[src/rtl/apb_requester_pkg.sv]
// Shared types for the APB4 requester: FSM states and command/response payloads.
package apb_pkg;

    localparam int unsigned APB_ADDR_W = 32;
    localparam int unsigned APB_DATA_W = 32;
    localparam int unsigned APB_STRB_W = APB_DATA_W / 8;

    typedef enum logic [1:0] {
        IDLE,
        SETUP,
        ACCESS,
        RESP
    } apb_state_e;

    typedef struct packed {
        logic                  write;
        logic [APB_ADDR_W-1:0] addr;
        logic [APB_DATA_W-1:0] wdata;
        logic [APB_STRB_W-1:0] strb;
    } apb_cmd_t;

    typedef struct packed {
        logic [APB_DATA_W-1:0] rdata;
        logic                  err;
    } apb_rsp_t;

endpackage

[src/rtl/apb_requester_if.sv]
// Command, response and APB pin bundle between the requester and its environment.
interface apb_requester_if #(
    parameter int unsigned ADDR_WIDTH = 32,
    parameter int unsigned DATA_WIDTH = 32
);
    localparam int unsigned STRB_WIDTH = DATA_WIDTH / 8;

    logic                  cmd_valid;
    logic                  cmd_ready;
    logic                  cmd_write;
    logic [ADDR_WIDTH-1:0] cmd_addr;
    logic [DATA_WIDTH-1:0] cmd_wdata;
    logic [STRB_WIDTH-1:0] cmd_strb;

    logic                  rsp_valid;
    logic                  rsp_ready;
    logic [DATA_WIDTH-1:0] rsp_rdata;
    logic                  rsp_err;

    logic                  PSEL;
    logic                  PENABLE;
    logic                  PWRITE;
    logic [ADDR_WIDTH-1:0] PADDR;
    logic [DATA_WIDTH-1:0] PWDATA;
    logic [STRB_WIDTH-1:0] PSTRB;
    logic                  PREADY;
    logic [DATA_WIDTH-1:0] PRDATA;
    logic                  PSLVERR;

    modport master (
        input  cmd_valid, cmd_write, cmd_addr, cmd_wdata, cmd_strb,
        input  rsp_ready,
        input  PREADY, PRDATA, PSLVERR,
        output cmd_ready,
        output rsp_valid, rsp_rdata, rsp_err,
        output PSEL, PENABLE, PWRITE, PADDR, PWDATA, PSTRB
    );

    modport slave (
        output cmd_valid, cmd_write, cmd_addr, cmd_wdata, cmd_strb,
        output rsp_ready,
        output PREADY, PRDATA, PSLVERR,
        input  cmd_ready,
        input  rsp_valid, rsp_rdata, rsp_err,
        input  PSEL, PENABLE, PWRITE, PADDR, PWDATA, PSTRB
    );

endinterface

[src/rtl/apb_requester_access_timer.sv]
// ACCESS wait-state counter; flags the wait cycle on which the limit is reached.
module apb_access_timer #(
    parameter int unsigned TIMEOUT_CYCLES = 16
) (
    input  logic clk_i,
    input  logic rst_ni,
    input  logic clear_i,
    input  logic count_i,
    output logic timeout_c_o
);
    localparam int unsigned CNT_W = (TIMEOUT_CYCLES > 1) ? $clog2(TIMEOUT_CYCLES) : 1;
    localparam logic [CNT_W-1:0] LIMIT = CNT_W'(TIMEOUT_CYCLES - 1);

    logic [CNT_W-1:0] cnt_q;

    always_ff @(posedge clk_i or negedge rst_ni) begin
        if (!rst_ni) begin
            cnt_q <= '0;
        end else if (clear_i) begin
            cnt_q <= '0;
        end else if (count_i && (cnt_q != LIMIT)) begin
            cnt_q <= cnt_q + CNT_W'(1);
        end
    end

    // The wait cycle that would bring the count to TIMEOUT_CYCLES is the abort cycle.
    assign timeout_c_o = count_i && (cnt_q == LIMIT);

endmodule

[src/rtl/apb_requester.sv]
// APB4 requester: one outstanding SETUP/ACCESS transfer per accepted command.
// Optional ACCESS timeout enabled by defining APB_REQUESTER_TIMEOUT_EN.
module apb_requester
    import apb_pkg::*;
#(
    parameter int unsigned ADDR_WIDTH     = APB_ADDR_W,
    parameter int unsigned DATA_WIDTH     = APB_DATA_W,
    parameter int unsigned TIMEOUT_CYCLES = 16
) (
    input  logic            PCLK,
    input  logic            PRESETn,
    apb_requester_if.master apb
);
    localparam int unsigned STRB_WIDTH = DATA_WIDTH / 8;

    if ((TIMEOUT_CYCLES < 1) || ((DATA_WIDTH % 8) != 0)) begin : g_param_check
        $error("apb_requester: bad TIMEOUT_CYCLES or DATA_WIDTH");
    end

    apb_state_e state_q;
    apb_cmd_t   cmd_q;
    apb_rsp_t   rsp_q;
    logic       cmd_ready_q;
    logic       rsp_valid_q;
    logic       psel_q;
    logic       penable_q;
    logic       timeout_c;

`ifdef APB_REQUESTER_TIMEOUT_EN
    apb_access_timer #(
        .TIMEOUT_CYCLES(TIMEOUT_CYCLES)
    ) u_timer (
        .clk_i      (PCLK),
        .rst_ni     (PRESETn),
        .clear_i    (state_q == SETUP),
        .count_i    ((state_q == ACCESS) && !apb.PREADY),
        .timeout_c_o(timeout_c)
    );
`else
    assign timeout_c = 1'b0;
`endif

    // Transfer FSM; strobes are cleared on completion so PSTRB idles at zero.
    always_ff @(posedge PCLK or negedge PRESETn) begin
        if (!PRESETn) begin
            state_q     <= IDLE;
            cmd_q       <= '0;
            rsp_q       <= '0;
            cmd_ready_q <= 1'b1;
            rsp_valid_q <= 1'b0;
            psel_q      <= 1'b0;
            penable_q   <= 1'b0;
        end else begin
            case (state_q)
                IDLE: begin
                    if (apb.cmd_valid) begin
                        cmd_q.write <= apb.cmd_write;
                        cmd_q.addr  <= APB_ADDR_W'(apb.cmd_addr);
                        cmd_q.wdata <= apb.cmd_write ? APB_DATA_W'(apb.cmd_wdata) : '0;
                        cmd_q.strb  <= apb.cmd_write ? APB_STRB_W'(apb.cmd_strb) : '0;
                        cmd_ready_q <= 1'b0;
                        psel_q      <= 1'b1;
                        state_q     <= SETUP;
                    end
                end
                SETUP: begin
                    penable_q <= 1'b1;
                    state_q   <= ACCESS;
                end
                ACCESS: begin
                    if (apb.PREADY || timeout_c) begin
                        rsp_q.rdata <= (apb.PREADY && !cmd_q.write) ? APB_DATA_W'(apb.PRDATA) : '0;
                        rsp_q.err   <= apb.PREADY ? apb.PSLVERR : 1'b1;
                        rsp_valid_q <= 1'b1;
                        psel_q      <= 1'b0;
                        penable_q   <= 1'b0;
                        cmd_q.strb  <= '0;
                        state_q     <= RESP;
                    end
                end
                RESP: begin
                    if (apb.rsp_ready) begin
                        rsp_valid_q <= 1'b0;
                        cmd_ready_q <= 1'b1;
                        state_q     <= IDLE;
                    end
                end
                default: state_q <= IDLE;
            endcase
        end
    end

    assign apb.cmd_ready = cmd_ready_q;
    assign apb.rsp_valid = rsp_valid_q;
    assign apb.rsp_rdata = DATA_WIDTH'(rsp_q.rdata);
    assign apb.rsp_err   = rsp_q.err;
    assign apb.PSEL      = psel_q;
    assign apb.PENABLE   = penable_q;
    assign apb.PWRITE    = cmd_q.write;
    assign apb.PADDR     = ADDR_WIDTH'(cmd_q.addr);
    assign apb.PWDATA    = DATA_WIDTH'(cmd_q.wdata);
    assign apb.PSTRB     = STRB_WIDTH'(cmd_q.strb);

endmodule
[src/flat_wrapper.sv]
// flat-port wrapper written by rule: the top's interface ports become plain ports
module apb_requester_flat import apb_pkg::*;
#(
    parameter int unsigned ADDR_WIDTH     = APB_ADDR_W,
    parameter int unsigned DATA_WIDTH     = APB_DATA_W,
    parameter int unsigned TIMEOUT_CYCLES = 16
)
  (PCLK, PRESETn, apb_cmd_valid, apb_cmd_write, apb_cmd_addr, apb_cmd_wdata, apb_cmd_strb, apb_rsp_ready, apb_PREADY, apb_PRDATA, apb_PSLVERR, apb_cmd_ready, apb_rsp_valid, apb_rsp_rdata, apb_rsp_err, apb_PSEL, apb_PENABLE, apb_PWRITE, apb_PADDR, apb_PWDATA, apb_PSTRB);
  apb_requester_if #(.ADDR_WIDTH(ADDR_WIDTH), .DATA_WIDTH(DATA_WIDTH)) apb_i ();
  input  logic PCLK;
  input  logic PRESETn;
  input wire logic [$bits(apb_i.cmd_valid)-1:0] apb_cmd_valid;
  input wire logic [$bits(apb_i.cmd_write)-1:0] apb_cmd_write;
  input wire logic [$bits(apb_i.cmd_addr)-1:0] apb_cmd_addr;
  input wire logic [$bits(apb_i.cmd_wdata)-1:0] apb_cmd_wdata;
  input wire logic [$bits(apb_i.cmd_strb)-1:0] apb_cmd_strb;
  input wire logic [$bits(apb_i.rsp_ready)-1:0] apb_rsp_ready;
  input wire logic [$bits(apb_i.PREADY)-1:0] apb_PREADY;
  input wire logic [$bits(apb_i.PRDATA)-1:0] apb_PRDATA;
  input wire logic [$bits(apb_i.PSLVERR)-1:0] apb_PSLVERR;
  output wire logic [$bits(apb_i.cmd_ready)-1:0] apb_cmd_ready;
  output wire logic [$bits(apb_i.rsp_valid)-1:0] apb_rsp_valid;
  output wire logic [$bits(apb_i.rsp_rdata)-1:0] apb_rsp_rdata;
  output wire logic [$bits(apb_i.rsp_err)-1:0] apb_rsp_err;
  output wire logic [$bits(apb_i.PSEL)-1:0] apb_PSEL;
  output wire logic [$bits(apb_i.PENABLE)-1:0] apb_PENABLE;
  output wire logic [$bits(apb_i.PWRITE)-1:0] apb_PWRITE;
  output wire logic [$bits(apb_i.PADDR)-1:0] apb_PADDR;
  output wire logic [$bits(apb_i.PWDATA)-1:0] apb_PWDATA;
  output wire logic [$bits(apb_i.PSTRB)-1:0] apb_PSTRB;
  assign apb_i.cmd_valid = apb_cmd_valid;
  assign apb_i.cmd_write = apb_cmd_write;
  assign apb_i.cmd_addr = apb_cmd_addr;
  assign apb_i.cmd_wdata = apb_cmd_wdata;
  assign apb_i.cmd_strb = apb_cmd_strb;
  assign apb_i.rsp_ready = apb_rsp_ready;
  assign apb_i.PREADY = apb_PREADY;
  assign apb_i.PRDATA = apb_PRDATA;
  assign apb_i.PSLVERR = apb_PSLVERR;
  assign apb_cmd_ready = apb_i.cmd_ready;
  assign apb_rsp_valid = apb_i.rsp_valid;
  assign apb_rsp_rdata = apb_i.rsp_rdata;
  assign apb_rsp_err = apb_i.rsp_err;
  assign apb_PSEL = apb_i.PSEL;
  assign apb_PENABLE = apb_i.PENABLE;
  assign apb_PWRITE = apb_i.PWRITE;
  assign apb_PADDR = apb_i.PADDR;
  assign apb_PWDATA = apb_i.PWDATA;
  assign apb_PSTRB = apb_i.PSTRB;
  apb_requester #(.ADDR_WIDTH(ADDR_WIDTH), .DATA_WIDTH(DATA_WIDTH), .TIMEOUT_CYCLES(TIMEOUT_CYCLES)) u_core (.PCLK(PCLK), .PRESETn(PRESETn), .apb(apb_i));
endmodule
[config.mk]
export PLATFORM = sky130hd
export DESIGN_NAME = apb_requester_flat
export DESIGN_NICKNAME = d
export VERILOG_FILES = /design/src/rtl/apb_requester_pkg.sv /design/src/rtl/apb_requester_if.sv /design/src/rtl/apb_requester_access_timer.sv /design/src/rtl/apb_requester.sv /design/src/flat_wrapper.sv
export SDC_FILE = /design/constraint.sdc
export NUM_CORES = 1
export LEC_CHECK = 0
export ABC_AREA = 1
export CORE_MARGIN = 2
export CORE_UTILIZATION = 44
export CTS_BUF_LIST = sky130_fd_sc_hd__clkbuf_16
export CTS_CLUSTER_SIZE = 20
export DETAILED_ROUTE_END_ITERATION = 8
export PLACE_DENSITY = 0.86
export SLEW_MARGIN = 25
export SYNTH_ARGS = -nofsm -noshare
export SYNTH_HDL_FRONTEND = slang
export SYNTH_SLANG_ARGS = --single-unit
[constraint.sdc]
create_clock -name PCLK -period 2.7 [get_ports PCLK]
set_clock_uncertainty 0.15 [all_clocks]
set_input_delay 0.54 -clock PCLK [delete_from_list [all_inputs] [get_ports PCLK]]
set_output_delay 0.54 -clock PCLK [all_outputs]
set_load 0.01 [all_outputs]
==> results.txt <==
Final GP Congestion = 0.821
Ant. Diodes = 0
fmax = 474 MHz
wire per inst = 14.3 um
worst r2r path cells = 5
Setup violations, final = 0
slew at the pin closest to its max-slew limit = 0.948 ns
Critical Path End Type = output pin
critical path, cell by cell = clkdlybuf4s50_1
Yosys reg bits = 108
crit path to = apb_cmd_ready
critical path type = flop to output pin
Post-Syn Area = 4450 um2
Synth top area share = 60.1%
Switch Pwr = 2.63 mW
Critical path buffers and inverters = 1
initial DRC count = 215
Layout Utilization = 70.1%
Clock Sinks = 108
status = complete, no violations
row count = 36
Logic pwr share = 45.3%
Reg clk slew, reported paths = 0.07 ns
Syn Inst Count = 495
Post-synth top flop = dfrtp_1
CP peak stage delay = 0.55 ns
Worst Setup SP = u_core.apb.cmd_ready$_DFFE_PN1P_
total global-route track usage = 21.9%
DR pass1 iterations = 4
number of max-slew violations in the final report = 0
Max rail drop VDD = 0.000552 V
final worst path period need = 2.11 ns
yosys warns = 0
CP max-delay cell = clkdlybuf4s50_1
Die W = 105 um
leakage power = 3.25 nW
library cells used by synthesis = 19
initial core utilization = 45.4%
clock latency on the worst-skew pair = 0.33 ns
largest net degree at the start of global routing = 67
# Post-CTS Setup Buffers = 0
final hold violations = 0
Hold Buf Count CTS = 0
Max H-tree Level = 3
CTS tree = built
# port buffers = 212
DRC = 0
top-count cell post-synth = nand2_1
fraction of final layout cells sized beyond drive strength 1 = 4.71%
clock share of power = 17.7%
Async S/R FF share, synth = 100%
clk buf depth = 2
sequential share of power = 37.0%
number of stages on the worst setup path = 1
core area = 9820 um2
Arr. time, crit path = 1.42 ns
Total Routed Length = 11.9 mm
antenna violations before repair = 0
Die H = 105 um
nets@finish = 807
internal power = 4.81 mW
Avg Vias per Cell = 4.77
cell taking the most area after synthesis = dfrtp_1
WP data required = 2.01 ns
sequential share of the synthesized area = 60.7%
first-pass GRT wire length = 19.2 mm
reg2reg start = u_core.state_q[0]$_DFFE_PN0P_
Net Sw Frac = 35.3%
clk root buf = clkbuf_16
Antenna Nets Post-Route = 0
crit path max fanout = 2
area added between synthesis and finish = 54.5%
hold crit path type = input pin to async pin
syn_nets = 607
Worst slew margin = 36.7%
post-CTS resize count = 0
PwrDens = 1080 nW/um2
Num CTS Buffers = 9
Synth top cells by count = 256 x nand2_1, 107 x dfrtp_1, 45 x o21ai_0
number of synthesized flops with an enable pin = 0
DR vias = 3,975
Reg-to-Reg End = u_core.apb.rsp_rdata[13]$_DFFE_PN0P_
setup TNS = 0 ns
vias in the first global route = 3,895
cell family with most CP delay = buffers and inverters
grt ovf = 0
die area = 10,900 um2
Top Ports = 213
synth top area cells = dfrtp_1 60%, nand2_1 22%, o21ai_0 5.1%
fin crit share = 78.2%
unrepaired setup endpoints after global routing = no
HPWL after DPL = 8.79 mm
reg-to-reg slack, setup = 0.83 ns
MaxCap Viol Count = 0
Startpoint Class = flop
syn avg cell area = 9.00 um2
layer usage:
layer	share of wire [%]	global-route usage, %	up-vias
met5	0	0	-
met4	2.1	8.48	0
met3	7.3	5.49	17
met2	48	37.1	173
met1	42	27.1	1832
li1	-	-	1953
cell usage in the layout (no fill, tap or decap):
| cell type | Yosys | layout |
|---|---|---|
| nand2_1 | 256 | 256 |
| clkdlybuf4s50_1 | 0 | 211 |
| dfrtp_1 | 107 | 107 |
| o21ai_0 | 45 | 45 |
| o21ai_1 | 13 | 13 |
| inv_1 | 11 | 12 |
| clkbuf_16 | 0 | 9 |
| nand4_1 | 7 | 7 |
| o21ai_2 | 7 | 7 |
| nor2_1 | 5 | 5 |
| ha_1 | 5 | 5 |
| buf_4 | 5 | 5 |
| nand3_1 | 4 | 4 |
| nand2_4 | 2 | 2 |
| nand2_2 | 2 | 2 |
| inv_6 | 0 | 2 |
| inv_2 | 1 | 1 |
| a21oi_1 | 1 | 1 |
| bufinv_16 | 0 | 1 |
| inv_8 | 0 | 1 |
| clkinv_1 | 0 | 1 |
| clkinv_4 | 0 | 1 |
| buf_12 | 0 | 1 |
| dfstp_2 | 1 | 1 |
worst min-delay path by stage:
| stage | end | from | cells past startpoint |
|---|---|---|---|
| floorplan | u_core.apb.PADDR[0]$_DFFE_PN0P_ | PRESETn | 0 |
| global placement | u_core.apb.PADDR[5]$_DFFE_PN0P_ | u_core.apb.PADDR[5]$_DFFE_PN0P_ | 2 |
| detailed placement | u_core.apb.cmd_ready$_DFFE_PN1P_ | u_core.apb.cmd_ready$_DFFE_PN1P_ | 2 |
| CTS | u_core.apb.PADDR[18]$_DFFE_PN0P_ | PRESETn | 1 |
| global route | u_core.apb.PADDR[18]$_DFFE_PN0P_ | PRESETn | 1 |
| finish | u_core.apb.PADDR[18]$_DFFE_PN0P_ | PRESETn | 1 |
power groups by stage:
stage | sequential [mW] | combinational (mW) | clock, mW
final | 2.75 | 3.37 | 1.32
after global routing | 2.84 | 3.69 | 1.41
after CTS | 2.75 | 3.41 | 1.35
after detailed placement | 2.77 | 3.40 | 0
after global placement | 2.74 | 3.30 | 0
after floorplan | 3.06 | 1.26 | 0
stage by stage:
stage / total power [mW] / instances / setup slack (ns) / hold slack (ns) / instance area [um2]
global route: 7.94 / 833 / 0.554 / 0.0357 / 6880
detailed placement: 6.17 / 817 / 0.636 / 0.307 / 6580
global placement: 6.03 / 817 / 0.669 / 0.312 / 6580
floorplan: 4.32 / 495 / 1.22 / 0.0944 / 4450
CTS: 7.51 / 833 / 0.567 / 0.0161 / 6880
finish: 7.44 / 833 / 0.589 / 0.0130 / 6880
logic make-up (layout without fill, tap and decap cells):
family | Yosys count | count (layout) | share of synthesized area [%]
AO/OA/AOI/OAI | 66 | 66 | 8.01
adder cells (fa/ha/maj) | 5 | 5 | 1.40
buffers and inverters | 40 | 245 | 5.67
flip-flops | 108 | 108 | 60.7
AND/OR/NAND/NOR | 276 | 276 | 24.2
state kept, by name, summed over array words and instances (netlist names):
signal,cells
u_core.apb.PADDR,32
u_core.apb.cmd_ready,1
u_core.apb.PWDATA,32
u_core.apb.rsp_valid,1
u_core.state_q,2
u_core.apb.PSTRB,4
u_core.apb.rsp_rdata,32
u_core.apb.PSEL,1
u_core.apb.PENABLE,1
u_core.apb.rsp_err,1
u_core.apb.PWRITE,1
layout make-up:
cell class,count,area (um2)
Tap cell,133,166
Multi-Input combinational cell,347,1500
Fill cell,728,2940
Timing Repair Buffer,217,2170
Clock buffer,9,225
Clock inverter,7,75.1
Sequential cell,108,2700
Inverter,12,45.0
(Power assumes the default switching activity.)
